`src/rtl/fall_step_ctrl.sv`:
```
// Motion stepper for one falling object: drives delay_unit and advances one pixel per expired interval.
// Define FALL_STEP_BOUNCE_EN to reverse direction at the side walls (default: clamp at the wall).
module fall_step_ctrl #(
    parameter int unsigned X_BITS     = 10,
    parameter int unsigned Y_BITS     = 10,
    parameter int unsigned DELAY_BITS = 8,
    parameter int          X_MIN      = 0,
    parameter int          X_MAX      = 639,
    parameter int unsigned Y_MAX      = 479,
    parameter int unsigned INIT_DELAY = 20,
    parameter int unsigned MIN_DELAY  = 4,
    parameter int unsigned RAMP_STEPS = 16
) (
    input  logic                  clk,
    input  logic                  reset,
    input  logic                  start,
    input  logic                  abort,
    input  logic [X_BITS-1:0]     init_x,
    input  logic                  init_dir,
    input  logic                  waiting,
    output logic                  delay_enable,
    output logic                  delay_rst,
    output logic [DELAY_BITS-1:0] delay,
    output logic [X_BITS-1:0]     pos_x,
    output logic [Y_BITS-1:0]     pos_y,
    output logic                  dir,
    output logic                  busy,
    output logic                  done
);

    typedef enum logic [1:0] {S_IDLE, S_LOAD, S_RUN, S_DONE} state_t;

    localparam int unsigned           RAMP_BITS = $clog2(RAMP_STEPS + 1);
    localparam logic [X_BITS-1:0]     X_LO      = X_BITS'(X_MIN);
    localparam logic [X_BITS-1:0]     X_HI      = X_BITS'(X_MAX);
    localparam logic [Y_BITS-1:0]     Y_LAST    = Y_BITS'(Y_MAX - 1);
    localparam logic [DELAY_BITS-1:0] D_INIT    = DELAY_BITS'(INIT_DELAY);
    localparam logic [DELAY_BITS-1:0] D_MIN     = DELAY_BITS'(MIN_DELAY);
    localparam logic [RAMP_BITS-1:0]  R_LAST    = RAMP_BITS'(RAMP_STEPS - 1);

    state_t                state, state_nx;
    logic [RAMP_BITS-1:0]  ramp_cnt, ramp_nx;
    logic [X_BITS-1:0]     pos_x_nx, x_clamped;
    logic [Y_BITS-1:0]     pos_y_nx;
    logic [DELAY_BITS-1:0] delay_nx;
    logic                  dir_nx, busy_nx, done_nx, delay_enable_nx, delay_rst_nx;

    always_comb begin
        x_clamped = init_x;
        if (int'(init_x) > X_MAX)
            x_clamped = X_HI;
        else if (int'(init_x) < X_MIN)
            x_clamped = X_LO;
    end

    always_ff @(posedge clk) begin
        if (reset) begin
            state        <= S_IDLE;
            pos_x        <= X_LO;
            pos_y        <= '0;
            dir          <= 1'b0;
            delay        <= D_INIT;
            ramp_cnt     <= '0;
            busy         <= 1'b0;
            done         <= 1'b0;
            delay_enable <= 1'b0;
            delay_rst    <= 1'b0;
        end else begin
            state        <= state_nx;
            pos_x        <= pos_x_nx;
            pos_y        <= pos_y_nx;
            dir          <= dir_nx;
            delay        <= delay_nx;
            ramp_cnt     <= ramp_nx;
            busy         <= busy_nx;
            done         <= done_nx;
            delay_enable <= delay_enable_nx;
            delay_rst    <= delay_rst_nx;
        end
    end

    always_comb begin
        state_nx        = state;
        pos_x_nx        = pos_x;
        pos_y_nx        = pos_y;
        dir_nx          = dir;
        delay_nx        = delay;
        ramp_nx         = ramp_cnt;
        busy_nx         = 1'b0;
        done_nx         = 1'b0;
        delay_enable_nx = 1'b0;
        delay_rst_nx    = 1'b0;
        case (state)
            // Launch values are registered on entry to LOAD so they are already
            // presented to delay_unit while its restart is asserted.
            S_IDLE: begin
                if (start) begin
                    state_nx     = S_LOAD;
                    pos_x_nx     = x_clamped;
                    pos_y_nx     = '0;
                    dir_nx       = init_dir;
                    delay_nx     = D_INIT;
                    ramp_nx      = '0;
                    busy_nx      = 1'b1;
                    delay_rst_nx = 1'b1;
                end
            end
            S_LOAD: begin
                if (abort) begin
                    state_nx = S_IDLE;
                end else begin
                    state_nx        = S_RUN;
                    busy_nx         = 1'b1;
                    delay_enable_nx = 1'b1;
                end
            end
            S_RUN: begin
                if (abort) begin
                    state_nx = S_IDLE;
                end else begin
                    busy_nx         = 1'b1;
                    delay_enable_nx = 1'b1;
                    if (!waiting) begin
                        pos_y_nx = pos_y + 1'b1;
                        if (dir) begin
                            if (pos_x == X_HI) begin
`ifdef FALL_STEP_BOUNCE_EN
                                pos_x_nx = X_HI - 1'b1;
                                dir_nx   = 1'b0;
`endif
                            end else begin
                                pos_x_nx = pos_x + 1'b1;
                            end
                        end else begin
                            if (pos_x == X_LO) begin
`ifdef FALL_STEP_BOUNCE_EN
                                pos_x_nx = X_LO + 1'b1;
                                dir_nx   = 1'b1;
`endif
                            end else begin
                                pos_x_nx = pos_x - 1'b1;
                            end
                        end
                        if (ramp_cnt == R_LAST) begin
                            ramp_nx = '0;
                            if (delay > D_MIN)
                                delay_nx = delay - 1'b1;
                        end else begin
                            ramp_nx = ramp_cnt + 1'b1;
                        end
                        if (pos_y == Y_LAST) begin
                            state_nx        = S_DONE;
                            busy_nx         = 1'b0;
                            delay_enable_nx = 1'b0;
                            done_nx         = 1'b1;
                        end
                    end
                end
            end
            S_DONE:  state_nx = S_IDLE;
            default: state_nx = S_IDLE;
        endcase
    end

endmodule

```
`config.mk`:
```
export PLATFORM = sky130hd
export DESIGN_NAME = fall_step_ctrl
export DESIGN_NICKNAME = d
export VERILOG_FILES = /design/src/rtl/fall_step_ctrl.sv
export SDC_FILE = /design/constraint.sdc
export NUM_CORES = 1
export LEC_CHECK = 0
export BUFFER_PORTS_ARGS = -buffer_cell sky130_fd_sc_hd__buf_2
export CORE_MARGIN = 2
export CORE_UTILIZATION = 46
export DETAILED_ROUTE_END_ITERATION = 7
export PLACE_DENSITY_LB_ADDON = 0.05
export SYNTH_ARGS = -nofsm -noshare
export SYNTH_HDL_FRONTEND = slang
export SYNTH_SLANG_ARGS = --single-unit
```
`constraint.sdc`:
```
create_clock -name clk -period 2.95 [get_ports clk]
set_clock_uncertainty 0.05 [all_clocks]
set_input_delay 0.4425 -clock clk [delete_from_list [all_inputs] [get_ports clk]]
set_output_delay 0.4425 -clock clk [all_outputs]
set_load 0.01 [all_outputs]
```
==> summary.txt <==
Finish
  • Seq. cell area: 800.8 µm²
  • Multi-input logic area: 0.001426 mm²
  • Layout area overhead: 17.30%
  • Share of cells above drive strength 1: 20.49%
  • Fill cells: 474
  • Nets: 361
  • Number of diodes: 0
  • Post-route cell area: 0.002715 mm²

Yosys
  • Post-synthesis average cell area: 8.387 µm²
  • Yosys reg bits: 40
  • Syn_nets: 310
  • Async set-reset flop share out of synthesis: 0%
  • Number of flops mapped to enable cells by yosys: 0
  • Yosys cell types: 50
  • Synth top area share: 34.59%
  • Synth cell count leaders: dfxtp_1, nor2_1, ha_1, nand3_1, a21oi_1
  • Post-synthesis cell area: 0.002315 mm²
  • Cell taking the most area after synthesis: dfxtp_1
  • Sequential area share after synthesis: 34.59%
  • Predominant post-synthesis flop cell: dfxtp_1
  • Most area-consuming cells after synthesis: dfxtp_1, ha_1, nor2_1
  • Syn Inst Count: 276
  • Yosys warns: 0
  • Top-count cell post-synth: dfxtp_1

Placed design
  • Detailed placer's ending HPWL: 4052 µm
  • Placed Area: 0.002638 mm²
  • Port Buffers: 48
  • GP Congestion: 0.8698

STA
  • Final TNS setup: 0 ns
  • Final Hold Fails: 0
  • Final Max Slew Viols: 0
  • Fmax: 0.4190 GHz
  • Tcrit/Tclk final: 80.90%
  • RSZ-0062 raised after global routing: false
  • Worst slew margin: 68.33%
  • Pin slew with the least headroom to its limit: 0.4736 ns
  • Min Tclk post-route: 2.387 ns
  • Endpoints failing setup: 0

Hold path
  • Hold Crit Depth: 2
  • Hold EP: done
  • Hold crit path type: in2reg
  • Worst hold path startpoint: abort

Clock tree
  • CTS Root Cell: clkbuf_8
  • # resized after CTS: 0
  • Clock slew at reported path FFs: 0.07 ns
  • Post-CTS Hold Buffers: 0
  • CTS max path bufs: 2
  • CTS tree: done
  • H-tree depth: 2
  • # Post-CTS Setup Buffers: 0
  • CTS Sinks: 40
  • Clk_lat worst skew: 0.29 ns
  • CTS Buf Count: 5

Critical path
  • Worst reg2reg startpoint: dir
  • FF-to-FF End: pos_x[5]
  • CP delay by family, top: compound AO/OA/AOI/OAI gates
  • WS Path Type: reg2reg
  • Buf+Inv Stages, Crit Path: 1
  • Slowest cell on crit path: dfxtp_1
  • Setup crit end kind: flip-flop
  • Crit Path Max Fanout: 10
  • R2R Setup Slk: 0.56 ns
  • Worst EP required: 3.14 ns
  • CP arrival: 2.57 ns
  • CP Launch Type: flip-flop
  • Worst path cell trace: inv_1 -> ha_1 -> a211oi_1 -> o21ai_1 -> a21oi_1 -> xor2_1 -> a2111oi_0 -> a31o_1
  • Reg2Reg Depth: 8
  • Slowest cell delay on critical path: 0.43 ns

Run status
  • Outcome: finished clean

Die
  • Die W: 74.94 µm
  • Initial Util: 48.37%
  • Die height: 74.94 µm
  • Die area: 0.005615 mm²
  • Boundary Pins: 49
  • Placement row count: 25
  • Core Footprint: 0.004786 mm²

Route
  • Met3 WL post-DR: 228 µm
  • Wirelength per Cell: 13.95 µm
  • DR iter-0 viols: 78
  • Pre-antenna DRT Iters: 4
  • DRC: 0
  • Post-Route WL: 5497 µm
  • Met2 routed WL: 2508 µm
  • M1 wire length: 2661 µm
  • Antenna Nets Post-Route: 0
  • Vias per cell: 5.406
  • Top layer in use: met4
  • Via count: 2130

Global route
  • Vias in the first global route: 1949
  • First-pass GRT wire length: 9114 µm
  • Grt ovf: 0
  • Largest net degree at the start of global routing: 24
  • Initial antenna violation count: 0
  • Total global-route track usage: 21.07%

Flow run
  • Max Cap Viol: 0

Power
  • Seq pwr share: 43.8%
  • Switching Power: 0.4777 mW
  • Leakage: 1.178 nW
  • Power Density: 514.1 mW/mm²
  • Peak supply drop: 217.7 µV
  • Sw frac: 34.22%
  • Clock group share of total power: 25.0%
  • Pint: 0.9182 mW
  • Combinational power share: 31.2%
-- routing by layer --
layer | global-route usage (%) | up-vias
li1 | - | 1090
met4 | 7.738 | 0
met3 | 4.552 | 9
met1 | 28.05 | 981
met5 | 0 | -
met2 | 33.63 | 50
-- kinds of logic (layout without fill, tap and decap cells) --
| family | count (synthesis) | in the layout | share of synthesized area (%) |
|---|---|---|---|
| simple gates | 113 | 113 | 23.95 |
| compound gates | 60 | 60 | 18.81 |
| flops | 40 | 40 | 34.59 |
| buf+inv | 22 | 73 | 3.784 |
| xor+xnor | 21 | 21 | 7.946 |
| fa+ha+maj | 18 | 18 | 10.05 |
| mux | 2 | 2 | 0.8649 |
-- per-stage QoR --
stage / std cells / setup slack, ns / hold WS (ns) / util, % / total power, mW
after detailed placement: 387 / 0.5926 / 0.4218 / 55.11 / 1.057
after floorplan: 276 / 0.7416 / 0.3943 / - / 0.9396
after CTS: 394 / 0.5685 / 0.3062 / 56.73 / 1.411
after global placement: 387 / 0.6729 / 0.4097 / 55.11 / 1.059
final: 394 / 0.5634 / 0.3176 / 56.73 / 1.396
after global routing: 394 / 0.2774 / 0.3391 / 56.73 / 1.489
-- layout make-up --
class / count / share of cell area, %
clock inverters: 1 / 0.1843
flip-flops and latches: 40 / 29.49
inverters: 13 / 1.797
clock buffers: 6 / 2.673
repair buffers: 53 / 10.23
multi-input cells: 214 / 52.53
well taps: 67 / 3.088
-- power groups by stage --
stage	registers (mW)	clock network, mW	logic [mW]
after global routing	0.617	0.381	0.490
after CTS	0.611	0.363	0.436
after global placement	0.624	0	0.435
after detailed placement	0.624	0	0.433
final	0.612	0.349	0.435
after floorplan	0.628	0	0.312
-- cells in the final DEF, fill, tap and decap left out, types with 2 or more instances in the layout --
cell type | synthesis | layout
nand2_1 | 15 | 15
nor4_1 | 3 | 3
a31oi_1 | 2 | 2
a211o_1 | 2 | 2
o211ai_1 | 2 | 2
xnor2_1 | 8 | 8
xor2_1 | 13 | 13
nor3_1 | 12 | 12
a211oi_1 | 3 | 3
a21oi_1 | 16 | 16
ha_1 | 17 | 17
o21ai_1 | 9 | 9
clkbuf_8 | 0 | 5
nor2_1 | 39 | 39
buf_2 | 4 | 48
buf_4 | 0 | 5
nand2b_1 | 2 | 2
mux2i_1 | 2 | 2
a2111oi_0 | 2 | 2
a21o_1 | 2 | 2
nor2b_1 | 2 | 2
inv_1 | 12 | 12
and4_1 | 2 | 2
nand4_1 | 5 | 5
nand3_1 | 17 | 17
and3_1 | 7 | 7
dfxtp_1 | 40 | 40
a31o_1 | 4 | 4
o21ai_0 | 7 | 7
-- registers in the layout, summed over array words and instances (netlist names) --
| name | cells |
|---|---|
| busy | 1 |
| delay | 8 |
| delay_enable | 1 |
| delay_rst | 1 |
| dir | 1 |
| done | 1 |
| pos_x | 10 |
| pos_y | 10 |
| ramp_cnt | 5 |
| state | 2 |
-- worst max-delay path by stage --
stage               slack (ns)  start  endpoint  cells past startpoint
floorplan                 0.74    dir  pos_x[5]                      8
global placement          0.67    dir  pos_x[5]                      8
detailed placement        0.59    dir  pos_x[5]                      8
CTS                       0.57    dir  pos_x[5]                      8
global route              0.28    dir  pos_x[5]                      8
finish                    0.56    dir  pos_x[5]                      8
Note: power is estimated with default switching activity, not from simulation.
